$ cat src/rtl/grid_cursor.sv
// grid_cursor: keyboard-style cursor over a ROWS x COLS board.
//
// A direction request steps the cursor once immediately. If the request is
// held for HOLD_CYC cycles it steps again, and after that it steps every
// REPEAT_CYC cycles. The cursor moves only while en is high.
//
// Ports
//   clk            system clock, rising edge
//   rst            synchronous reset, active low
//   en             movement enable (low while the matcher is busy)
//   up/down/left/right  debounced, level-held direction requests
//   cur_bus        one-hot cursor position, bit = row*COLS+col
//   row, col       registered cursor coordinates
//   move           one-cycle pulse when the position changes
//
// Configuration
//   GRID_CURSOR_WRAP_EN  defined: a step past an edge wraps to the opposite
//                        edge. Undefined (default): the step is blocked.
//
// FSM states
//   state    | meaning
//   S_IDLE   | no qualified request; the next request steps at once
//   S_HOLD   | direction held; waiting HOLD_CYC cycles before auto-repeat
//   S_REPEAT | auto-repeat; steps every REPEAT_CYC cycles

module grid_cursor #(
  parameter int ROWS       = 6,
  parameter int COLS       = 6,
  parameter int HOLD_CYC   = 25000000,
  parameter int REPEAT_CYC = 10000000,
  parameter int START_ROW  = 0,
  parameter int START_COL  = 0
) (
  input  logic                      clk,
  input  logic                      rst,
  input  logic                      en,
  input  logic                      up,
  input  logic                      down,
  input  logic                      left,
  input  logic                      right,
  output logic [ROWS*COLS-1:0]      cur_bus,
  output logic [$clog2(ROWS)-1:0]   row,
  output logic [$clog2(COLS)-1:0]   col,
  output logic                      move
);

  localparam int RW      = $clog2(ROWS);
  localparam int CLW     = $clog2(COLS);
  localparam int NCELL   = ROWS * COLS;
  localparam int CNT_MAX = (HOLD_CYC > REPEAT_CYC) ? HOLD_CYC : REPEAT_CYC;
  localparam int CNTW    = $clog2(CNT_MAX + 1);

`ifdef GRID_CURSOR_WRAP_EN
  localparam bit WRAP = 1'b1;
`else
  localparam bit WRAP = 1'b0;
`endif

  localparam logic [RW-1:0]    ROW_LAST  = RW'(ROWS - 1);
  localparam logic [CLW-1:0]   COL_LAST  = CLW'(COLS - 1);
  localparam logic [RW-1:0]    ROW_START = RW'(START_ROW);
  localparam logic [CLW-1:0]   COL_START = CLW'(START_COL);
  localparam logic [NCELL-1:0] BUS_START = NCELL'(1) << (START_ROW * COLS + START_COL);
  localparam logic [CNTW-1:0]  HOLD_LAST = CNTW'(HOLD_CYC - 1);
  localparam logic [CNTW-1:0]  REP_LAST  = CNTW'(REPEAT_CYC - 1);

  typedef enum logic [1:0] {
    S_IDLE   = 2'd0,
    S_HOLD   = 2'd1,
    S_REPEAT = 2'd2
  } state_t;

  typedef enum logic [1:0] {
    D_UP    = 2'd0,
    D_DOWN  = 2'd1,
    D_LEFT  = 2'd2,
    D_RIGHT = 2'd3
  } dir_t;

  state_t            state_q, state_d;
  dir_t              dir_q, dir_d;
  dir_t              req_dir;
  logic              any_req;
  logic [CNTW-1:0]   cnt_q, cnt_d;
  logic              step;

  logic [RW-1:0]     row_d;
  logic [CLW-1:0]    col_d;
  logic [NCELL-1:0]  cur_bus_d;
  logic              move_d;

  // Fixed priority: up > down > left > right.
  always_comb begin
    any_req = up | down | left | right;
    req_dir = D_RIGHT;
    if (up)
      req_dir = D_UP;
    else if (down)
      req_dir = D_DOWN;
    else if (left)
      req_dir = D_LEFT;
  end

  // State register plus the registered datapath it drives.
  always_ff @(posedge clk) begin
    if (!rst) begin
      state_q <= S_IDLE;
      dir_q   <= D_UP;
      cnt_q   <= '0;
      row     <= ROW_START;
      col     <= COL_START;
      cur_bus <= BUS_START;
      move    <= 1'b0;
    end else begin
      state_q <= state_d;
      dir_q   <= dir_d;
      cnt_q   <= cnt_d;
      row     <= row_d;
      col     <= col_d;
      cur_bus <= cur_bus_d;
      move    <= move_d;
    end
  end

  // Next-state logic: decides when a step happens and tracks hold timing.
  always_comb begin
    state_d = state_q;
    dir_d   = dir_q;
    cnt_d   = cnt_q;
    step    = 1'b0;
    if (!en || !any_req) begin
      // Dropping en or releasing all keys forgets the press entirely, so a
      // key still held when en returns behaves like a fresh press.
      state_d = S_IDLE;
      cnt_d   = '0;
    end else begin
      case (state_q)
        S_IDLE: begin
          step    = 1'b1;
          dir_d   = req_dir;
          cnt_d   = '0;
          state_d = S_HOLD;
        end
        S_HOLD: begin
          if (req_dir != dir_q) begin
            step    = 1'b1;
            dir_d   = req_dir;
            cnt_d   = '0;
            state_d = S_HOLD;
          end else if (cnt_q == HOLD_LAST) begin
            step    = 1'b1;
            cnt_d   = '0;
            state_d = S_REPEAT;
          end else begin
            cnt_d = cnt_q + CNTW'(1);
          end
        end
        S_REPEAT: begin
          if (req_dir != dir_q) begin
            step    = 1'b1;
            dir_d   = req_dir;
            cnt_d   = '0;
            state_d = S_HOLD;
          end else if (cnt_q == REP_LAST) begin
            step  = 1'b1;
            cnt_d = '0;
          end else begin
            cnt_d = cnt_q + CNTW'(1);
          end
        end
        default: begin
          state_d = S_IDLE;
          cnt_d   = '0;
        end
      endcase
    end
  end

  // Output logic: applies a step to the position, handling board edges.
  // The stepping direction is always req_dir: on a repeat step it equals
  // the latched direction, on any other step it is the one being latched.
  always_comb begin
    row_d = row;
    col_d = col;
    if (step) begin
      case (req_dir)
        D_UP: begin
          if (row != '0)
            row_d = row - RW'(1);
          else if (WRAP)
            row_d = ROW_LAST;
        end
        D_DOWN: begin
          if (row != ROW_LAST)
            row_d = row + RW'(1);
          else if (WRAP)
            row_d = '0;
        end
        D_LEFT: begin
          if (col != '0)
            col_d = col - CLW'(1);
          else if (WRAP)
            col_d = COL_LAST;
        end
        default: begin
          if (col != COL_LAST)
            col_d = col + CLW'(1);
          else if (WRAP)
            col_d = '0;
        end
      endcase
    end
    // A blocked step leaves the position alone, so it never pulses move.
    move_d = (row_d != row) || (col_d != col);
    cur_bus_d = '0;
    for (int r = 0; r < ROWS; r++) begin
      for (int c = 0; c < COLS; c++) begin
        cur_bus_d[r*COLS + c] = (row_d == RW'(r)) && (col_d == CLW'(c));
      end
    end
  end

endmodule

$ cat config.mk
export PLATFORM = sky130hd
export DESIGN_NAME = grid_cursor
export DESIGN_NICKNAME = d
export VERILOG_FILES = /design/src/rtl/grid_cursor.sv
export SDC_FILE = /design/constraint.sdc
export NUM_CORES = 1
export LEC_CHECK = 0
export ABC_AREA = 1
export CORE_AREA = 2 2 85 87
export CTS_CLUSTER_SIZE = 40
export DETAILED_ROUTE_END_ITERATION = 16
export DIE_AREA = 0 0 87 89
export PLACE_DENSITY = 0.72
export SLEW_MARGIN = 20
export SYNTH_ARGS = -nofsm -noshare
export SYNTH_HDL_FRONTEND = slang
export SYNTH_SLANG_ARGS = --single-unit
$ cat constraint.sdc
create_clock -name clk -period 1.95 [get_ports clk]
set_input_delay 0.195 -clock clk [delete_from_list [all_inputs] [get_ports clk]]
set_output_delay 0.195 -clock clk [all_outputs]
set_load 0.02 [all_outputs]
# Yosys cells after proc, flatten, opt, wreduce, memory -nomap -nowiden
# Cells that the tools add are included.
# W data, S select, Z words.
dict set report word_totals {
  register_bits 72
  word_cells 121
  output_inout_bits 43
}
dict set report op_classes {
  n_eq_ne 24
  mux 28
  addsub 5
  n_reduce_logical 52
  bitwise 5
}
# cell count
set op_table {}
lappend op_table {{$mux W25} 4}
lappend op_table {{$pmux W25 S2} 1}
lappend op_table {{$logic_and A1 B1 Y1} 36}
lappend op_table {{$add A25 B1 Y25 const B} 1}
lappend op_table {{$eq A25 B24 Y1 const B} 1}
lappend op_table {{$eq A25 B25 Y1 const B} 1}
lappend op_table {{$mux W3} 6}
lappend op_table {{$eq A3 B2 Y1 const B} 4}
lappend op_table {{$eq A3 B3 Y1 const B} 4}
lappend op_table {{$mux W2} 6}
lappend op_table {{$pmux W3 S2} 2}
lappend op_table {{$ne A3 B3 Y1 const B} 3}
lappend op_table {{$add A3 B1 Y3 const B} 2}
lappend op_table {{$eq A3 B1 Y1 const B} 2}
lappend op_table {{$logic_not A3 Y1} 2}
lappend op_table {{$mux W1} 6}
lappend op_table {{$ne A3 B3 Y1} 2}
lappend op_table {{$pmux W2 S3} 1}
lappend op_table {{$reduce_bool A3 Y1} 2}
lappend op_table {{$reduce_or A2 Y1} 3}
lappend op_table {{$sub A3 B1 Y3 const B} 2}
lappend op_table {{$eq A2 B1 Y1 const B} 2}
lappend op_table {{$eq A2 B2 Y1 const B} 2}
lappend op_table {{$logic_not A2 Y1} 2}
lappend op_table {{other kinds (12)} 17}

# Longest topological paths before layout
dict set report depth {
  ltp_word 10
  mapped_depth 16
}

# Least setup slack after synthesis
# Ideal clock, no wire load.
dict set report synth_timing {
  path_type {flip-flop to flip-flop}
  startpoint {reg row[1]}
  endpoint {reg cur_bus[12]}
  t_arrival_ns 1.799
  path_buffers 0
  period_less_slack_ns 1.917
  required_time_ns 1.832
  slack_ns 0.033
  setup_ns 0.118
  stages_incl_launch_ff 13
  cell_sequence {dfxtp_1 -> inv_1 -> ha_1 -> a21oi_1 -> inv_1 -> a211oi_1 -> nand2_1 -> nand2_1 -> nand2_1 -> nand2_1 -> inv_2 -> nand2_1 -> nor2_1}
}
dict set report synth_between {
  elab_chain_cells 6
  word_cells_on_any_way 10
}
# element line
set synth_rtl {}
lappend synth_rtl {{from (decl)} 42} ;# output logic [$clog2(ROWS)-1:0] row,
lappend synth_rtl {{from (signal assigned)} 118} ;# row <= row_d;
lappend synth_rtl {{$add A3 B1 Y3 (tied with other cells)} 195} ;# row_d = row + RW'(1);
lappend synth_rtl {{$mux W3, on equally long branches} {194, 188}}
lappend synth_rtl {{$pmux W3 S2} 186} ;# case (req_dir)
lappend synth_rtl {{$mux W3 *} 185} ;# if (step) begin
lappend synth_rtl {{$eq A3 B2 Y1 *} 218} ;# cur_bus_d[r*COLS + c] = (row_d == RW'(r)) && (col_d == CLW'(c));
lappend synth_rtl {{$logic_and A1 B1 Y1 *} 218}
lappend synth_rtl {{to (signal assigned)} 120} ;# cur_bus <= cur_bus_d;
lappend synth_rtl {{to (decl)} 41} ;# output logic [ROWS*COLS-1:0] cur_bus,
# Mark *: on every way between the ends. The rest lies on a longest branch, timed or not.
# A chain may end at the register's enable or synchronous reset.

# Worst setup path after layout
dict set report layout_timing {
  startpoint {reg cnt_q[0]}
  endpoint {reg cur_bus[29]}
}
dict set report layout_between {
  elab_chain_cells 8
  word_cells_on_any_way 13
}
# element line
set layout_rtl {}
lappend layout_rtl {{from (decl)} 84} ;# logic [CNTW-1:0] cnt_q, cnt_d;
lappend layout_rtl {{from (signal assigned)} 117} ;# cnt_q <= cnt_d;
lappend layout_rtl {{$eq A25 B24 Y1 or $eq A25 B25 Y1 (tied branches)} {164, 150}}
lappend layout_rtl {{$mux W1, on equally long branches} {164, 150}}
lappend layout_rtl {{$mux W1, on equally long branches} {159, 145}}
lappend layout_rtl {{$pmux W1 S3 *} 137} ;# case (state_q)
lappend layout_rtl {{$mux W1 *} 131} ;# if (!en || !any_req) begin
lappend layout_rtl {{$mux W3} 185}
lappend layout_rtl {{$eq A3 B3 Y1} 218}
lappend layout_rtl {{$logic_and A1 B1 Y1 *} 218}
# Marked as above.

==> summary.md <==
| Metric | Value |
|---|---|
| Worst path required time | `about 2.2 ns` |
| Syn Inst Count | `428` |
| LEAKAGE | `2.21 nW` |
| Warnings from Yosys | `0` |
| Hold Slack | `0.431 ns` |
| Max Cap Viol | `0` |
| Post-layout instance area | `between 5000 and 6000 um2` |
| WHS Endpoint | `dir_q[0]$_SDFFE_PN0P_` |
| CP max FO | `8` |
| Overall die width | `87 um` |
| Final #Nets | `600` |
| Crit. End Element | `flop` |
| Final Setup Violations | `40` |
| Buf+Inv Stages, Crit Path | `0` |
| WP data arrival | `roughly 2.4 ns` |
| Sequential Power Share | `44.2%` |
| Final hold vios | `0` |
| HP Class | `in -> reg` |
| Vias in the first global route | `3,286` |
| Clk buf depth | `2` |
| Pwr Density | `between 600 and 700 nW/um2` |
| Layout Cells excl Fill | `665` |
| Initial DRC Count | `137` |
| Reg2Reg Depth | `15` |
| Ratio of cells with drive above 1 in the final layout | `about 36%` |
| Largest stage delay, worst path | `0.36 ns` |
| Syn nets | `448` |
| Combinational Power Share | `between 20% and 30%` |
| Post-synth top area cell | `dfxtp_1` |
| WP depth | `15` |
| Worst-skew pair later-pin latency | `roughly 0.36 ns` |
| Overall power | `0.00347 W` |
| Synth cell types | `33` |
| GRT Total Usage | `24.1%` |
| Failing checks | `negative setup slack` |
| Crit-path slowest cell | `dfxtp_2` |
| Clock Sinks | `72` |
| Syn avg cell area | `between 7 and 8 um2` |
| R2R Setup Slk | `-0.15 ns` |
| RD Place Congestion | `0.878` |
| GR Util met1 | `26.1%` |
| Reg-to-reg endpoint | `cur_bus[29]$_SDFF_PN0_` |
| CP top delay family | `simple AND/OR/NAND/NOR gates` |
| Rel. slew slack | `69.8%` |
| Clock skew | `roughly 0.012 ns` |
| Max Clk Rate | `476 MHz` |
| Clock transition at path regs | `about 0.09 ns` |
| Period utilisation layout | `108%` |
| Crit Reg-Reg Startpoint | `cnt_q[0]$_SDFF_PP0_` |
| Detailed placement HPWL | `6120 um` |
| Yosys reg bits | `72` |
| Worst-Margin Slew | `0.449 ns` |
| IO Pins | `50` |
| Num CTS Buffers | `9` |
| Die H | `89 um` |
| Async S/R FF share, synth | `0%` |
| Inserted Diodes | `0` |
| Remaining Overflow, GRT | `0` |
| Final max-slew violation count | `0` |
| Proportion of power drawn by the clock network | `between 30% and 40%` |
| First-pass GRT wire length | `14,700 um` |
| WL/cell | `14.5 um` |
| CP Cell Sequence | `ha_4, nand2_2, nor2_4, nand3_2, nor2_1, nand2_1, nand2_2, nand3_4, nand2_8, nand2_8, nand2_2, nand2_4, a21oi_4, nand2_4, nor2_1` |
| Inst Count DP | `630` |
| Total Negative Setup Slacks | `-3.04 ns` |
| Via Count | `3,373` |
| Synth top area share | `45.4%` |
| Cell Int Power | `0.00232 W` |
| Peak VDD IR | `a little under 400 uV` |
| Largest net degree at the start of global routing | `16` |
| Detailed-route wire length | `9640 um` |
| Fillers | `between 400 and 500` |
| Critical path class | `reg -> reg` |
| Mapped Area | `3180 um2` |
| Top_reg_cell synth | `dfxtp_1` |
| NetSw | `0.00115 W` |
| EDFF count, synth | `0` |
| Grt met3 use | `5.72%` |
| Worst Hold Depth | `4` |
| Htree depth | `3` |
| Sw Ratio | `between 30% and 40%` |
| Post-detailed-route DRC marker count | `0` |
| Vias per std cell | `roughly 5.1` |
| ANT nets after route | `0` |
| Met2 usage | `45.2%` |
| Post-route setup slack | `-0.152 ns` |
| Fin crit period | `about 2.1 ns` |
| Unrepaired setup endpoints after global routing | `true` |
| CTS tree | `built` |
| Status | `finished with violations` |
| Die ar. | `7740 um2` |
| Root Buffer | `clkbuf_8` |
| FP Rows | `30` |
| Worst Hold Launch | `up` |
| CP Launch Type | `flop` |
| Most frequent CP cell | `nand2_2` |
| Core box area | `roughly 6700 um2` |
| Initial antenna violation count | `0` |
| Grt peak-use layer | `met2` |
| Area growth from synthesis to layout | `61.1%` |
| Number of detailed-route iterations in the first pass | `5` |
| Top post-synthesis cells by area | `dfxtp_1 (45%), nand2_1 (9.8%), nor2_1 (9.3%)` |
| Post-synthesis sequential area ratio | `45.4%` |
| I/O Buffers | `49` |
| Placed cell area | `4320 um2` |
| Initial Util | `between 40% and 50%` |
-- layout make-up --
class / instances / area, um2 / share of cell area, %
tap: 80 / 100 / 1.96
clock buffer: 9 / 124 / 2.42
timing repair buffer: 142 / 1200 / 23.5
multi-input combinational: 292 / 1940 / 37.9
inverter: 63 / 246 / 4.82
clock inverter: 7 / 63.8 / 1.25
sequential: 72 / 1450 / 28.2
-- sequential cells by signal, summed over array words and instances, names as in the netlist --
signal,cells
row,3
cur_bus,36
move,1
dir_q,2
cnt_q,25
state_q,2
col,3
-- cell usage after synthesis, types with 3 or more instances --
| cell | instances |
|---|---|
| a211oi_1 | 6 |
| nor2_2 | 7 |
| nor2_1 | 79 |
| nor3_1 | 11 |
| o21ai_0 | 14 |
| ha_1 | 13 |
| nor3b_1 | 3 |
| xor2_1 | 3 |
| nand2_2 | 4 |
| nand2_1 | 83 |
| nand3_1 | 24 |
| inv_2 | 9 |
| nand4_1 | 5 |
| o211ai_1 | 3 |
| nand3_2 | 3 |
| inv_1 | 54 |
| a21oi_1 | 16 |
| dfxtp_1 | 72 |
-- worst max path at each step --
stage	start	endpoint	slack, ns
floorplan	row[1]$_SDFF_PN0_	cur_bus[12]$_SDFF_PN0_	0.03
global placement	up	cur_bus[15]$_SDFF_PN0_	-0.39
detailed placement	up	cur_bus[6]$_SDFF_PN0_	-0.41
CTS	cnt_q[1]$_SDFF_PP0_	cur_bus[2]$_SDFF_PN0_	-0.06
global route	cnt_q[0]$_SDFF_PP0_	cur_bus[29]$_SDFF_PN0_	-0.26
finish	cnt_q[0]$_SDFF_PP0_	cur_bus[29]$_SDFF_PN0_	-0.15
-- power by group through the flow --
stage | logic (W) | registers [W] | clock network, W
after floorplan | 0.000273 | 0.00161 | 0
after global placement | 0.000548 | 0.00156 | 0
after detailed placement | 0.000558 | 0.00156 | 0
after CTS | 0.000695 | 0.00153 | 0.00114
after global routing | 0.000851 | 0.00153 | 0.00122
final | 0.000794 | 0.00153 | 0.00114
-- stage by stage --
| step | util [%] | setup slack, ns |
|---|---|---|
| 2_1_floorplan | - | 0.0328 |
| 3_3_place_gp | 64.3 | -0.388 |
| 3_5_place_dp | 64.3 | -0.410 |
| 4_1_cts | 72.8 | -0.0557 |
| 5_1_grt | 76.2 | -0.256 |
| 6_report | 76.2 | -0.152 |
-- layer usage --
| metal | vias to the layer above | routed length [um] | part of all wire (%) |
|---|---|---|---|
| li1 | 1681 | - | - |
| met1 | 1601 | 3930 | 41 |
| met2 | 74 | 5260 | 55 |
| met3 | 17 | 300 | 3.1 |
| met4 | 0 | 148 | 1.5 |
| met5 | - | 0 | 0 |
-- logic make-up (layout without fill, tap and decap cells) --
kind of cell    Yosys count  in the layout  synth area share, %
compound gates           51             51                 9.89
xor+xnor                  4              4                 1.10
fa+ha+maj                13             13                 5.12
buf+inv                  64            221                 7.60
flops                    72             72                 45.4
simple gates            224            224                 30.9
-- repair_timing --
action / 4_1_cts / 5_1_grt
setup buffers: 14 / 5
hold endpoints to repair: 0 / 0
pin swaps: 19 / 22
endpoints found under the setup margin: 45 / 63
resized for setup: 76 / 46
hold buffers: 0 / 0
-- cell usage in the layout (no fill, tap or decap), types with 4 or more instances in the layout --
master / n
a211oi_1: 4
a21oi_1: 14
buf_4: 89
buf_6: 4
clkbuf_8: 9
clkdlybuf4s50_1: 47
dfxtp_1: 69
ha_1: 12
inv_1: 51
inv_2: 8
inv_4: 4
nand2_1: 60
nand2_2: 11
nand2_4: 15
nand3_1: 11
nand3_2: 9
nand3_4: 7
nand4_1: 5
nor2_1: 60
nor2_2: 19
nor2_4: 8
nor3_1: 9
o21ai_0: 13
-- worst register-to-register path, cell delays in order (launching register included) --
cell and delay, ns:
dfxtp_2 0.36, ha_4 0.16, nand2_2 0.08, nor2_4 0.12, nand3_2 0.07, nor2_1 0.10
nand2_1 0.09, nand2_2 0.10, nand3_4 0.09, nand2_8 0.13, nand2_8 0.08, nand2_2 0.10
nand2_4 0.09, a21oi_4 0.20, nand2_4 0.11, nor2_1 0.15
Power figures use the tool's default switching activity.
